--- src/rtl/ad_ip_jesd204_tpl_dac_stream_buf.sv ---
// ad_ip_jesd204_tpl_dac_stream_buf
//
// Feeds sample beats from the DMA (AXI-Stream) into the JESD204 transport
// layer DAC. Beats are buffered in a FIFO. Streaming starts only after a prefill
// level is reached, or earlier when a short transfer ends. After that, each
// dac_valid request from the TPL core pops one beat. A request the buffer
// cannot serve returns zero and raises dac_dunf for one cycle.
//
// Ports
//   clk           link clock, the only clock
//   resetn        asynchronous active-low reset
//   enable        per-channel enable; all-zero returns to IDLE and flushes
//   dac_valid     per-channel data request; any bit high consumes a beat
//   dac_ddata     sample beat to the TPL core, one cycle after the request
//   dac_dunf      underflow pulse, one cycle per unserved request
//   s_axis_valid  DMA beat valid
//   s_axis_ready  buffer can accept a beat (independent of s_axis_valid)
//   s_axis_data   DMA beat data
//   s_axis_last   last beat of a DMA transfer (only ends prefill early)
//   fill_level    current FIFO occupancy, 0..DEPTH
module ad_ip_jesd204_tpl_dac_stream_buf #(
  parameter int NUM_CHANNELS    = 2,
  parameter int DATA_WIDTH      = 128,
  parameter int ADDRESS_WIDTH   = 4,
  parameter int START_THRESHOLD = 8
) (
  input  logic                      clk,
  input  logic                      resetn,
  input  logic [NUM_CHANNELS-1:0]   enable,
  input  logic [NUM_CHANNELS-1:0]   dac_valid,
  output logic [DATA_WIDTH-1:0]     dac_ddata,
  output logic                      dac_dunf,
  input  logic                      s_axis_valid,
  output logic                      s_axis_ready,
  input  logic [DATA_WIDTH-1:0]     s_axis_data,
  input  logic                      s_axis_last,
  output logic [ADDRESS_WIDTH:0]    fill_level
);

  localparam int DEPTH = 2 ** ADDRESS_WIDTH;
  localparam logic [ADDRESS_WIDTH:0] DEPTH_C  = (ADDRESS_WIDTH + 1)'(DEPTH);
  localparam logic [ADDRESS_WIDTH:0] THRESH_C = (ADDRESS_WIDTH + 1)'(START_THRESHOLD);

  typedef enum logic [1:0] {
    IDLE = 2'd0,
    FILL = 2'd1,
    RUN  = 2'd2
  } state_t;

  state_t                   r_state;
  state_t                   w_state_next;
  logic [ADDRESS_WIDTH-1:0] r_wr_ptr;
  logic [ADDRESS_WIDTH-1:0] r_rd_ptr;
  logic [ADDRESS_WIDTH:0]   r_count;
  logic [ADDRESS_WIDTH:0]   w_count_next;
  logic [DATA_WIDTH-1:0]    r_mem [DEPTH];
  logic [DATA_WIDTH-1:0]    r_ddata_p1;
  logic                     r_dunf_p1;

  logic w_en;
  logic w_beat;
  logic w_ready;
  logic w_push;
  logic w_pop;
  logic w_flush;

  assign w_en    = |enable;
  assign w_beat  = |dac_valid;
  assign w_ready = (r_state != IDLE) && (r_count != DEPTH_C);
  assign w_push  = s_axis_valid & w_ready;
  // A request at count 0 underflows even if a push lands in the same cycle:
  // there is no write-to-read bypass.
  assign w_pop   = (r_state == RUN) & w_beat & (r_count != '0);
  // IDLE keeps the FIFO empty; dropping enable empties it from any state.
  assign w_flush = !w_en || (r_state == IDLE);

  assign w_count_next = r_count + (ADDRESS_WIDTH + 1)'(w_push)
                                - (ADDRESS_WIDTH + 1)'(w_pop);

  always_comb begin
    w_state_next = r_state;
    if (!w_en) begin
      w_state_next = IDLE;
    end else begin
      case (r_state)
        IDLE: w_state_next = FILL;
        // Short transfers start streaming at their last beat even if the
        // prefill level has not been reached.
        FILL: if (w_push && ((w_count_next >= THRESH_C) || s_axis_last))
                w_state_next = RUN;
        RUN:  w_state_next = RUN;
        default: w_state_next = IDLE;
      endcase
    end
  end

  always_ff @(posedge clk or negedge resetn) begin
    if (!resetn) begin
      r_state <= IDLE;
    end else begin
      r_state <= w_state_next;
    end
  end

  // FIFO storage is not reset: the pointers and the count define what is valid.
  always_ff @(posedge clk) begin
    if (w_push) begin
      r_mem[r_wr_ptr] <= s_axis_data;
    end
  end

  // ---- stage p1: pointer/count update and registered read beat ----
  always_ff @(posedge clk or negedge resetn) begin
    if (!resetn) begin
      r_wr_ptr   <= '0;
      r_rd_ptr   <= '0;
      r_count    <= '0;
      r_ddata_p1 <= '0;
      r_dunf_p1  <= 1'b0;
    end else if (w_flush) begin
      r_wr_ptr   <= '0;
      r_rd_ptr   <= '0;
      r_count    <= '0;
      r_ddata_p1 <= '0;
      r_dunf_p1  <= 1'b0;
    end else begin
      // Pointers wrap naturally at DEPTH because DEPTH is a power of two.
      if (w_push) r_wr_ptr <= r_wr_ptr + 1'b1;
      if (w_pop)  r_rd_ptr <= r_rd_ptr + 1'b1;
      r_count   <= w_count_next;
      r_dunf_p1 <= 1'b0;
      if (w_beat) begin
        if (r_state != RUN) begin
          // Requests during prefill return silence and are not underflows.
          r_ddata_p1 <= '0;
        end else if (r_count != '0) begin
          r_ddata_p1 <= r_mem[r_rd_ptr];
        end else begin
          r_ddata_p1 <= '0;
          r_dunf_p1  <= 1'b1;
        end
      end
    end
  end

  assign dac_ddata    = r_ddata_p1;
  assign dac_dunf     = r_dunf_p1;
  assign s_axis_ready = w_ready;
  assign fill_level   = r_count;

endmodule

--- config.mk ---
export PLATFORM = sky130hd
export DESIGN_NAME = ad_ip_jesd204_tpl_dac_stream_buf
export DESIGN_NICKNAME = d
export VERILOG_FILES = /design/src/rtl/ad_ip_jesd204_tpl_dac_stream_buf.sv
export SDC_FILE = /design/constraint.sdc
export NUM_CORES = 2
export LEC_CHECK = 0
export ABC_AREA = 1
export CORE_MARGIN = 2
export CORE_UTILIZATION = 35
export CTS_CLUSTER_DIAMETER = 100
export CTS_CLUSTER_SIZE = 16
export DETAILED_ROUTE_END_ITERATION = 6
export SYNTH_ARGS = -nofsm -noshare
export SYNTH_HDL_FRONTEND = slang
export SYNTH_SLANG_ARGS = --single-unit
--- constraint.sdc ---
create_clock -name clk -period 6.9 [get_ports clk]
set_input_delay 0.69 -clock clk [delete_from_list [all_inputs] [get_ports clk]]
set_output_delay 0.69 -clock clk [all_outputs]
set_load 0.1 [all_outputs]
==> metrics.md <==
| Metric | Value |
|---|---|
| Clock transition at path regs | ~0.080 ns |
| Nature of the critical path endpoint | flop |
| Post-layout total power | approximately 30 mW |
| Final Hold Fails | 0 |
| Worst VDD drop | between 200 and 300 µV |
| Post-Synth Simple-Gate Area | between 15 and 20% |
| Grt total ovfl | 0 |
| Crit Path Max Fanout | 100 |
| Root buffer cell | clkbuf_16 |
| Unrepaired setup endpoints after global routing | false |
| CP max stage delay | approximately 1.1 ns |
| Vias in the first global route | about 52000 |
| Worst min path class | input pin to asynchronous set/reset pin |
| Chip Width | 502 µm |
| PD cells | 304 mW/mm² |
| Core area | approximately 0.25 mm² |
| Post-synthesis adder-cell area fraction | less than 1% |
| Critical Path AT | about 4.7 ns |
| Worst-Margin Slew | between 1 and 1.5 ns |
| R2R Path Start | r_rd_ptr[0] |
| Port bufs | 270 |
| Layout net count | ~7400 |
| Starting density of the core | a little over a third |
| Syn_nets | around 7300 |
| Avg WL per Cell | about 22 µm |
| Cell count after synthesis | 7179 |
| # rows | ~180 |
| Rel. slew slack | between 7 and 8% |
| Pins over their slew limit | 0 |
| Clock sink total | 2192 |
| CTS tree | done |
| R2R depth | 8 |
| Pleak | roughly 33 nW |
| Sequential fraction of the synthesis area | 75.1% |
| YS warnings | 0 |
| Full die area | between 0.2 and 0.3 mm² |
| R2R Path End | dac_ddata[63] |
| Worst-Skew Late Latency | about 0.85 ns |
| H-tree Lvls | 4 |
| Share of layout cells above drive strength 1 | about 3.9% |
| Num CTS Buffers | roughly 160 |
| GRT Util Overall | 18.4% |
| Mux contribution to synthesized area | 0% |
| Final Skew | 0.0688 ns |
| Post-CTS Setup Inserts | 0 |
| Period utilisation layout | ~58% |
| #FFs+latches synth | ~2200 |
| Post-Syn Area | between 0.08 and 0.09 mm² |
| Share of the synthesized area in the top cell type | 71.0% |
| Initial antenna violation count | 35 |
| CTS Buffer Depth | 3 |
| Worst setup path class | flop to flop |
| Netlist cell types | 25 |
| Detail Route Antenna Nets | 0 |
| CP max-delay cell | dfrtp_4 |
| Compound-Gate Fraction of Synth Area | under 10% |
| CP dominant cell by count | nand2_1 |
| Final setup viols | 0 |
| Final min period | around 4 ns |
| 1st-iter DRT viols | about 5300 |
| Critical path launch point type | flop |
| Post-synthesis xor/xnor area fraction | 0% |
| Final std cells w/o fill | approximately 11000 |
| Synth-to-layout area growth | 12.4% |
| Crit path cell chain | buf_4, buf_4, o21ai_0, o211ai_1, nand3_1, nand2_1, nand2_1, nand2_1 |
| Remaining DRCs | 0 |
| Largest net degree at the start of global routing | 242 |
| FMAX | around 0.25 GHz |
| I/O pin cnt | 271 |
| Dominant cells by area after synthesis | edfxtp_1, nor2_1, o21ai_0 |
| Post-synth top area cell | edfxtp_1 |
| Mean Syn Cell Area | roughly 12 µm² |
| Main combinational cell family by area after synthesis | simple AND/OR/NAND/NOR gates |
| CP startpoint | r_rd_ptr[0] |
| DR vias/cell | between 5 and 6 |
| Max-cap viol count | 0 |
| Final GP Congestion | just under 0.8 |
| First-pass DRT Iterations | 5 |
| Vias | 54425 |
| Status | completed |
| First-pass GRT wire length | about 350000 µm |
| Crit path required time | around 7.7 ns |
| Register-to-register setup slack | approximately 2.9 ns |
| DP Wirelength | 117000 µm |
| Detailed Route WL | between 200000 and 250000 µm |
| Placed instance count | ~10000 |
| Die Ht | ~500 µm |
-- registers in the layout (all words and copies together) (netlist names) --
signal	cells
r_mem	2048
dac_ddata	128
fill_level	5
r_rd_ptr	4
r_wr_ptr	4
r_state	2
dac_dunf	1
-- layer usage --
layer  GRT usage [%]  wire length, µm  vias to the layer above
met5               0              135                        -
met4            5.61             6260                       22
met3            2.51            12700                      336
met2            31.5           118000                     1593
met1            24.4           100000                    27215
li1                -                -                    25259
-- power by group --
part	leakage, nW	internal, mW	switching [mW]
sequential	20.4	15.0	0.194
clock	2.23	4.42	4.62
combinational	10.6	1.34	4.02
-- cell usage in the layout, fill, tap and decap left out, types with 14 or more instances in the layout --
master / n
nor2_4: 16
buf_12: 29
clkbuf_16: 158
clkbuf_1: 106
edfxtp_1: 2048
nand3_1: 652
clkdlybuf4s50_1: 265
o211ai_1: 128
inv_1: 64
dfrtp_1: 140
buf_4: 48
nor2_1: 1754
ha_1: 14
o21ai_0: 796
nand2_1: 984
o21ai_1: 106
-- how the worst max path moves through the flow --
stage | to | slack, ns | depth (start not counted)
6_report | dac_ddata[63] | 2.93 | 8
5_1_grt | dac_ddata[67] | 2.68 | 10
4_1_cts | r_mem[1][84] | 2.95 | 10
3_5_place_dp | r_mem[1][81] | 2.74 | 6
3_3_place_gp | r_mem[1][84] | 2.64 | 6
2_1_floorplan | r_mem[11][0] | -1.72 | 9
-- metrics by stage --
step                hold WS (ns)  util (%)  setup WS [ns]  setup TNS (ns)  area [µm²]
floorplan                  0.394         -          -1.72        -3075.39       86700
global placement           0.462      37.6           2.64               0       92600
detailed placement         0.464      37.6           2.74               0       92600
CTS                        0.445      39.5           2.95               0       97400
global route               0.455      39.6           2.68               0       97400
finish                     0.452      39.6           2.93               0       97400
-- logic make-up after synthesis --
| group | Yosys count |
|---|---|
| simple gates | 3413 |
| fa+ha+maj | 15 |
| flops | 2192 |
| compound gates | 1035 |
| buf+inv | 524 |
-- cell type report --
| type | instances | area [µm²] |
|---|---|---|
| fill | 23052 | 149000 |
| sequential | 2192 | 65100 |
| multi-input combinational | 4463 | 19500 |
| clock buffer | 265 | 4370 |
| tap | 3312 | 4140 |
| timing repair buffer | 344 | 3620 |
| clock inverter | 20 | 344 |
| inverter | 70 | 298 |
| antenna | 12 | 30.0 |
-- worst max-delay path, delay by kind of cell, from the launching register on --
family,cells,cell delay (ns)
AO/OA/AOI/OAI,2,0.59
buffers and inverters,2,1.75
AND/OR/NAND/NOR,4,0.35
flip-flops,1,1.06
-- what timing repair did --
| item | CTS | global route |
|---|---|---|
| hold endpoints to repair | 48 | 0 |
| resized for setup | 0 | 0 |
| hold buffers | 1 | 0 |
-- Yosys cell counts --
cell type,count
edfxtp_1,2048
nand3_1,652
clkinv_1,1
o211ai_1,128
o21ai_0,796
buf_2,116
nor3_1,2
nand2_1,984
buf_1,65
buf_4,23
fa_1,1
nor2_1,1770
ha_1,14
nor2_2,1
nor3b_1,1
o21ai_1,106
inv_1,66
nand4_1,2
buf_6,3
o21a_1,1
dfrtp_1,144
nor4_1,1
clkbuf_1,247
a21oi_1,4
inv_2,3
Note: power is estimated with default switching activity, not from simulation.
